<file path="src/rtl/multi_clk_divider_pkg.sv">
// Shared mode encodings and reset divisor helper for the multi-channel clock divider.
// Pure definitions; no timing or flow control.
package multi_clk_divider_pkg;

  typedef enum logic {
    MODE_SQUARE = 1'b0,
    MODE_PULSE  = 1'b1
  } mode_e;

  function automatic longint default_half_period(input longint clk_freq, input longint out_freq);
    return clk_freq / (2 * out_freq);
  endfunction

endpackage

</file>
<file path="src/rtl/multi_clk_divider_channel.sv">
// One divider channel: half-period counter, square/pulse output, terminal-count tick.
// Outputs registered, one edge after the causing input; no backpressure.
module div_channel
  import multi_clk_divider_pkg::*;
#(
  parameter int               CNT_W   = 26,
  parameter logic [CNT_W-1:0] RST_DIV = '1
) (
  input  logic             clk,
  input  logic             rst_n,
  input  logic             en,
  input  logic             mode,
  input  logic             ld,
  input  logic [CNT_W-1:0] div_val,
  output logic             clk_out,
  output logic             tick
);

  logic [CNT_W-1:0] div_q;
  logic [CNT_W-1:0] cnt;
  logic [CNT_W-1:0] limit;
  mode_e            mode_q;
  mode_e            mode_now;

  assign mode_now = mode_e'(mode);
  // A zero divisor runs as a divisor of one.
  assign limit    = (div_q == '0) ? CNT_W'(1) : div_q;

  always_ff @(posedge clk or negedge rst_n) begin
    if (!rst_n) begin
      div_q   <= RST_DIV;
      cnt     <= '0;
      clk_out <= 1'b0;
      tick    <= 1'b0;
      mode_q  <= MODE_SQUARE;
    end else begin
      mode_q <= mode_now;
      if (ld) begin
        div_q <= div_val;
      end
      // Event priority: disable, mode change, load, then normal counting.
      if (!en) begin
        cnt     <= '0;
        clk_out <= 1'b0;
        tick    <= 1'b0;
      end else if (mode_now != mode_q) begin
        cnt     <= '0;
        clk_out <= 1'b0;
        tick    <= 1'b0;
      end else if (ld) begin
        cnt  <= '0;
        tick <= 1'b0;
      end else if (cnt < limit - CNT_W'(1)) begin
        cnt  <= cnt + CNT_W'(1);
        tick <= 1'b0;
        if (mode_q == MODE_PULSE) begin
          clk_out <= 1'b0;
        end
      end else begin
        cnt     <= '0;
        tick    <= 1'b1;
        clk_out <= (mode_q == MODE_PULSE) ? 1'b1 : ~clk_out;
      end
    end
  end

endmodule

</file>
<file path="src/rtl/multi_clk_divider.sv">
// NUM_CH independent clock dividers sharing one divisor load port; top holds only load decode.
// Outputs registered in the channels, one edge after the causing input; no backpressure.
module multi_clk_divider
  import multi_clk_divider_pkg::*;
#(
  parameter int CLK_FREQ = 50000000,
  parameter int OUT_FREQ = 1,
  parameter int NUM_CH   = 4,
  parameter int CNT_W    = 26
) (
  input  logic                      CLK_50M,
  input  logic                      nCLR,
  input  logic [NUM_CH-1:0]         EN,
  input  logic [NUM_CH-1:0]         MODE,
  input  logic                      DIV_LD,
  input  logic [$clog2(NUM_CH)-1:0] DIV_SEL,
  input  logic [CNT_W-1:0]          DIV_VAL,
  output logic [NUM_CH-1:0]         CLK_OUT,
  output logic [NUM_CH-1:0]         TICK
);

  localparam int               SEL_W   = $clog2(NUM_CH);
  localparam logic [CNT_W-1:0] RST_DIV = CNT_W'(default_half_period(CLK_FREQ, OUT_FREQ));

  logic              sel_ok;
  logic [NUM_CH-1:0] ld;

  // Out-of-range selects only exist when NUM_CH is not a power of two.
  assign sel_ok = DIV_LD && (int'(DIV_SEL) < NUM_CH);

  for (genvar i = 0; i < NUM_CH; i++) begin : g_ch
    assign ld[i] = sel_ok && (DIV_SEL == SEL_W'(i));

    div_channel #(
      .CNT_W   (CNT_W),
      .RST_DIV (RST_DIV)
    ) u_ch (
      .clk     (CLK_50M),
      .rst_n   (nCLR),
      .en      (EN[i]),
      .mode    (MODE[i]),
      .ld      (ld[i]),
      .div_val (DIV_VAL),
      .clk_out (CLK_OUT[i]),
      .tick    (TICK[i])
    );
  end

endmodule

</file>
<file path="config.mk">
export PLATFORM = sky130hd
export DESIGN_NAME = multi_clk_divider
export DESIGN_NICKNAME = d
export VERILOG_FILES = /design/src/rtl/multi_clk_divider_pkg.sv /design/src/rtl/multi_clk_divider_channel.sv /design/src/rtl/multi_clk_divider.sv
export SDC_FILE = /design/constraint.sdc
export NUM_CORES = 1
export LEC_CHECK = 0
export ABC_AREA = 1
export CORE_MARGIN = 2
export CORE_UTILIZATION = 25
export DETAILED_ROUTE_END_ITERATION = 6
export SYNTH_ARGS = -nofsm -noshare
export SYNTH_HDL_FRONTEND = slang
export SYNTH_SLANG_ARGS = --single-unit
</file>
<file path="constraint.sdc">
create_clock -name CLK_50M -period 3.63 [get_ports CLK_50M]
set_input_delay 0.363 -clock CLK_50M [delete_from_list [all_inputs] [get_ports CLK_50M]]
set_output_delay 0.363 -clock CLK_50M [all_outputs]
set_load 0.01 [all_outputs]
</file>
==> results of run 1 <==
[sequential cells by signal, summed over array words and instances, names as in the netlist]
register           count
g_ch.u_ch.mode_q       4
g_ch.u_ch.div_q      104
g_ch.u_ch.cnt        104
g_ch.u_ch.tick         4
g_ch.u_ch.clk_out      4
[power groups by stage]
stage / combinational (W) / clock, W / sequential (W)
detailed placement: 0.00186 / 0 / 0.00288
finish: 0.00209 / 0.00300 / 0.00285
floorplan: 0.00102 / 0 / 0.00291
global route: 0.00235 / 0.00316 / 0.00287
global placement: 0.00185 / 0 / 0.00288
CTS: 0.00191 / 0.00307 / 0.00284
[worst max-delay path: cells and delay by family (launching register included)]
kind	cells	cell delay, ns
compound gates	2	0.29
xor+xnor	1	0.17
fa+ha+maj	2	0.45
buf+inv	6	0.57
flops	1	0.53
simple gates	18	1.60
[how the worst max path moves through the flow]
| stage | to | cells after the start |
|---|---|---|
| after global placement | g_ch[1].u_ch.cnt[0] | 23 |
| after CTS | g_ch[3].u_ch.cnt[19] | 26 |
| after floorplan | g_ch[0].u_ch.cnt[15] | 27 |
| final | g_ch[2].u_ch.cnt[5] | 29 |
| after global routing | g_ch[2].u_ch.cnt[5] | 28 |
| after detailed placement | g_ch[1].u_ch.cnt[0] | 22 |
[per-layer routing]
metal  track usage [%]  vias to the layer above
li1                  -                     6503
met1              18.2                     5874
met2              20.7                      202
met3              1.65                       57
met4              2.70                        0
met5                 0                        -
[layout by cell type, fill, tap and decap left out, drive strengths merged, types with 13 or more instances in the layout]
master,synthesis,final
a21oi,59,59
buf,13,194
clkbuf,20,35
clkdlybuf4s50,0,45
clkinv,1,13
dfrtp,172,172
dfstp,48,48
ha,112,112
inv,236,236
nand2,410,418
nand3,87,87
nand4,25,25
nor2,288,288
nor3,60,60
nor4,16,16
o21ai,128,128
xnor2,28,28
xor2,132,132
[kinds of logic after synthesis]
family	Yosys count	share of synthesized area (%)
fa+ha+maj	112	9.37
xor+xnor	160	9.37
compound gates	202	7.08
simple gates	901	29.5
flops	220	37.2
buf+inv	270	7.42
[layout make-up]
class                           count  area share (%)
Inverter                          237            4.77
Sequential cell                   220            28.5
Multi-Input combinational cell   1383            46.3
Clock inverter                     15            1.10
Tap cell                          773            4.95
Clock buffer                       35            3.92
Timing Repair inverter              3           0.173
Timing Repair Buffer              240            10.2
Antenna cell                        1          0.0128
[repair_timing]
item	4_1_cts	5_1_grt
buffers inserted	2	25
resized for setup	27	148
pin swaps	12	61
endpoints found under the hold margin	91	0
endpoints found under the setup margin	70	112
hold buffers	1	0
gates cloned	3	8
[per-stage QoR]
step	area (um2)	util (%)	hold slack, ns
floorplan	15000	-	0.0674
finish	19500	33.0	0.255
CTS	18600	31.5	0.235
global placement	17500	29.6	0.447
global route	19500	33.0	0.260
detailed placement	17500	29.6	0.452
==> flow_summary.json, run 1 <==
{
  "worstReg2RegStart": "g_ch[2].u_ch.div_q[18]",
  "yosys.area.top_type": "dfrtp_1",
  "worstSetupPathType": "reg -> reg",
  "vias_per_cell": 4.35,
  "critPathMaxFanout": 5,
  "synthMostInstantiatedCell": "nand2_1",
  "synth_top_area_share_pct": 28.8,
  "violations": "DRC, setup timing",
  "fin_crit_sh_pct": 101,
  "syn-instance-count": 1865,
  "grt_max_degree": 102,
  "slowest_stage": "dfstp_2",
  "p_per_area_nw_per_um2": 407,
  "rsz0062_at_grt": "yes",
  "h-tree-depth": 1,
  "rrSetupSlack_ns": -0.04,
  "synth_commonest_cells": "nand2_1, nor2_1, inv_1",
  "outcome": "finished, violations left",
  "p_sw_w": 0.00249,
  "yosysWarnings": 0,
  "holdPathEnd": "g_ch[2].u_ch.mode_q",
  "fin_cells": 2907,
  "fp.dieH_um": 249,
  "place_hpwl_um": 29500,
  "clkTransAtPathRegs_ns": 0.06,
  "die_area_um2": 61800,
  "fillers": 6079,
  "grt_pass1_vias": 12100,
  "async_flop_share_pct": 100,
  "p_clk_share_pct": 37.8,
  "crit_path_max_incr_delay_ns": 0.53,
  "setup_violations": 14,
  "fmax_ghz": 0.272,
  "p_int_w": 0.00545,
  "hold-path-cell-count": 1,
  "comb_power_share_pct": 26.4,
  "cts_root_buffer": "clkbuf_16",
  "met1_length_um": 19700,
  "setup_ws_ns": -0.0415,
  "final_hold_viol_count": 0,
  "cts_made_buffers": 27,
  "preCtsSetupSlack_ns": -0.171,
  "track_usage_pct": 12.8,
  "cts_tree": "built",
  "max_slew.worst_pin.slew_ns": 0.804,
  "yosysUniqueCellTypes": 51,
  "end_kind": "flip-flop",
  "slew_violations": 0,
  "drcViolationCount": 4,
  "grt_pass1_wl_um": 64500,
  "yosysSeqAreaShare_pct": 37.2,
  "required_ns": 4.14,
  "clock_latency_ns": 0.57,
  "drtIter0Drc": 717,
  "totalWireLength_um": 40600,
  "grt-ovfl-total": 0,
  "synth_edf_count": 0,
  "hold_class": "in -> reg",
  "ys_ff_latch": 220,
  "layout-area-overhead-vs-synth_pct": 30.6,
  "firstDrtPassIters": 7,
  "critPathLaunchType": "flip-flop",
  "multi_input_area_um2": 9050,
  "syn_nets": 2016,
  "fin_skew_ns": 0.0204,
  "met3_length_um": 1560,
  "placement.io_buffers": 46,
  "via_count": 12600,
  "drive_gt1_share_pct": 27.9,
  "p_seq_share_pct": 35.9,
  "r2r_end": "g_ch[2].u_ch.cnt[5]",
  "rows": 89,
  "placedCellCount": 2818,
  "ff2ff_path_depth": 29,
  "slew_headroom_pct": 46.4,
  "critPathLaunch": "g_ch[2].u_ch.div_q[18]",
  "place.gp.congestion": 0.836,
  "synth.avg_cell_area_um2": 8.02,
  "power_leakage_nw": 8.60,
  "maxCapViolations": 0,
  "cpMostUsedCell": "nand2_2",
  "routed-wl-met2_um": 18500,
  "ir_drop_uv": 396,
  "highest_layer": "met4",
  "cts_buffer_depth": 3,
  "layout.area.seq_um2": 5570,
  "antenna_found_initial": 0,
  "io_pins": 47,
  "tns_ns": -0.311,
  "initial_core_util_pct": 25.3,
  "routedWlPerCell_um": 14.0,
  "die_x_um": 249,
  "hp-start": "MODE[2]",
  "detail-route-antenna-nets": 0,
  "syn-cell-area_um2": 15000,
  "arrival_ns": 4.18,
  "synthTopCellsByArea": "dfrtp_1, nand2_1, ha_1",
  "nNetsFinal": 2263,
  "synthFlopType": "dfrtp_1",
  "core_um2": 59100,
  "fin_crit_ns": 3.67,
  "cts_sinks": 220,
  "total_power_w": 0.00794,
  "sw_frac_of_total_pct": 31.3
}
No activity file was read; power rests on OpenSTA's default activity.
==> run 2: changes to the inputs <==
- ABC_AREA: 1 -> default
- CTS_BUF_LIST: default -> sky130_fd_sc_hd__clkbuf_4 sky130_fd_sc_hd__clkbuf_8 sky130_fd_sc_hd__clkbuf_16
==> run 2 against run 1 <==
The flow finishes with violations (setup timing). Synthesized cell count down 26%. Clock skew down 0.0011 ns. Non-clock buffer count up 14. Final cell count down 19%. Fmax down 8.6%. Combinational power down 11%. Power down 7.2%. Die area down 9.7%. Largest cell class unchanged. Largest power group is now sequential cells. Highest routed layer unchanged.
==> flow_summary.json, run 2 <==
{
  "drtIter0Drc": 582,
  "final_cell_mix": "buf_4, dfrtp_1, nand2_1",
  "violations": "setup timing",
  "fmax_ghz": 0.249,
  "setup_ws_ns": -0.388,
  "synth_edf_count": 0,
  "rows": 85,
  "top_regs": "g_ch.u_ch.cnt: 104 flops, g_ch.u_ch.div_q: 104 flops",
  "grt-ovfl-total": 0,
  "routedWlPerCell_um": 15.3,
  "outcome": "finished, violations left",
  "maxCapViolations": 0,
  "grt_max_degree": 81,
  "yosysSeqAreaShare_pct": 41.3,
  "place.gp.congestion": 0.821,
  "syn-cell-area_um2": 13500,
  "detail-route-antenna-nets": 0,
  "ir_drop_uv": 330,
  "firstDrtPassIters": 5,
  "via_count": 11100,
  "required_ns": 4.06,
  "yosysUniqueCellTypes": 58,
  "antenna_found_initial": 4,
  "cts_sinks": 220,
  "drive_gt1_share_pct": 33.9,
  "cts_root_buffer": "clkbuf_16",
  "fin_crit_ns": 4.02,
  "h-tree-depth": 1,
  "io_pins": 47,
  "final_hold_viol_count": 0,
  "highest_layer": "met4",
  "die_area_um2": 55800,
  "layout-area-overhead-vs-synth_pct": 36.2,
  "synth_commonest_cells": "nor2_1, dfrtp_1, nand2_1",
  "cts_buffer_depth": 3,
  "slowest_stage": "or4_4",
  "fp.dieH_um": 236,
  "final_common_cell": "buf_4",
  "end_kind": "flip-flop",
  "hold_class": "in -> reg",
  "critPathMaxFanout": 7,
  "synth.avg_cell_area_um2": 9.73,
  "total_power_w": 0.00737,
  "fin_crit_sh_pct": 111,
  "met3_length_um": 1800,
  "place_hpwl_um": 26000,
  "worstSetupPathType": "reg -> reg",
  "core_um2": 53600,
  "synthFlopType": "dfrtp_1",
  "grt_pass1_wl_um": 57300,
  "nNetsFinal": 1781,
  "slew_violations": 0,
  "grt_pass1_vias": 11200,
  "drcViolationCount": 0,
  "power_leakage_nw": 7.67,
  "crit_path_max_incr_delay_ns": 0.56,
  "worstPathCellList": "or4_4 -> buf_6 -> or4_4 -> o31ai_4 -> or3_4 -> or2_4 -> nor2_4 -> xnor2_2 -> ha_1 -> buf_4 -> nand4_1 -> buf_4 -> nor4_4 -> nor3_2 -> nand4_1 -> buf_6 -> clkbuf_16 -> nor2_2",
  "rsz0062_at_grt": "yes",
  "synth_top_area_share_pct": 31.9,
  "initial_core_util_pct": 25.1,
  "die_x_um": 236,
  "fillers": 5382,
  "p_per_area_nw_per_um2": 401,
  "slew_headroom_pct": 52.6,
  "cts_tree": "built",
  "critPathLaunchType": "flip-flop",
  "cts_made_buffers": 25,
  "vias_per_cell": 4.72,
  "max_slew.worst_pin.slew_ns": 0.706,
  "syn-instance-count": 1385,
  "synthMostInstantiatedCell": "nor2_1",
  "routed-wl-met2_um": 15800,
  "met1_length_um": 17700,
  "arrival_ns": 4.45,
  "setup_violations": 108,
  "totalWireLength_um": 35900,
  "syn_nets": 1536,
  "clkTransAtPathRegs_ns": 0.06,
  "synthTopCellsByArea": "dfrtp_1, ha_1, dfstp_2",
  "async_flop_share_pct": 100,
  "yosys.area.top_type": "dfrtp_1",
  "yosysWarnings": 0,
  "fin_skew_ns": 0.0193,
  "track_usage_pct": 12.4,
  "utilization_pct": 34.3,
  "clock_latency_ns": 0.55,
  "placement.io_buffers": 46,
  "ys_ff_latch": 220
}
run 2: cell types whose count changed after synthesis, sizes merged, moves of 20 or more:
cell / previous run / this run
a21o: 0 / 20
a21oi: 59 / 31
and3: 3 / 32
inv: 236 / 24
mux2: 0 / 77
nand2: 410 / 156
nand3: 87 / 51
nor2: 288 / 179
nor4: 16 / 38
o21ai: 128 / 24
xnor2: 28 / 98
xor2: 132 / 83
run 2: power breakdown:
| part | internal [W] | switching (W) | leakage, nW |
|---|---|---|---|
| sequential | 0.00275 | 0.000181 | 2.78 |
| clock | 0.00151 | 0.00107 | 0.411 |
| combinational | 0.000942 | 0.000922 | 4.48 |
| total | 0.00520 | 0.00218 | 7.67 |
run 2: area by class of cell:
| class | count | area, um2 | area share (%) |
|---|---|---|---|
| flip-flops and latches | 220 | 5570 | 30.3 |
| diodes | 3 | 7.51 | 0.0409 |
| inverters | 24 | 90.1 | 0.491 |
| clock buffers | 34 | 748 | 4.07 |
| repair buffers | 254 | 2280 | 12.4 |
| well taps | 696 | 871 | 4.74 |
| clock inverters | 10 | 82.6 | 0.450 |
| multi-input cells | 1105 | 8720 | 47.5 |
run 2: through the flow:
step / hold WS [ns] / area, um2 / instances / setup slack (ns) / setup TNS [ns]
after global placement: 0.397 / 16200 / 2270 / -0.303 / -19.42
after floorplan: 0.0674 / 13700 / 1385 / -0.352 / -13.70
after detailed placement: 0.403 / 16200 / 2270 / -0.446 / -28.40
final: 0.281 / 18400 / 2346 / -0.388 / -24.23
after CTS: 0.272 / 17500 / 2327 / -0.341 / -21.45
after global routing: 0.278 / 18400 / 2343 / -0.551 / -45.73
run 2: path summary, 6_finish.rpt:
check | slack (ns) | to | cells after the start | start
max reg2reg | -0.39 | g_ch[3].u_ch.cnt[20] | 18 | g_ch[3].u_ch.div_q[7]
min reg2reg | 0.49 | g_ch[1].u_ch.div_q[13] | 2 | g_ch[1].u_ch.div_q[13]
max | -0.39 | g_ch[3].u_ch.cnt[20] | 18 | g_ch[3].u_ch.div_q[7]
min in group asynchronous | 0.41 | g_ch[3].u_ch.cnt[10] | 2 | nCLR
max in group asynchronous | 2.34 | g_ch[0].u_ch.cnt[22] | 3 | nCLR
min | 0.28 | g_ch[1].u_ch.mode_q | 1 | MODE[1]
run 2: logic make-up after synthesis:
kind of cell    synth area share, %
mux                            6.51
simple gates                   22.2
fa+ha+maj                      10.4
buf+inv                        2.06
flops                          41.3
compound gates                 5.82
xor+xnor                       11.8
run 2: what timing repair did:
action                                  in CTS  in global routing
endpoints found under the setup margin     110                112
endpoints found under the hold margin       57                  0
pin swaps                                   15                 76
buffers inserted                            10                 11
hold buffers                                 1                  0
gates cloned                                 2                  7
gates resized for setup                     74                161
run 2: worst max-delay path: cells and delay by family, from the launching register on:
family	cells	cell delay, ns
simple gates	10	2.06
buf+inv	5	0.78
flops	1	0.38
fa+ha+maj	1	0.31
compound gates	1	0.24
xor+xnor	1	0.13
run 2: layer usage:
layer | track usage, % | vias to the layer above
li1 | - | 5405
met1 | 18.0 | 5439
met2 | 19.5 | 200
met3 | 2.02 | 36
met4 | 2.51 | 0
met5 | 0 | -
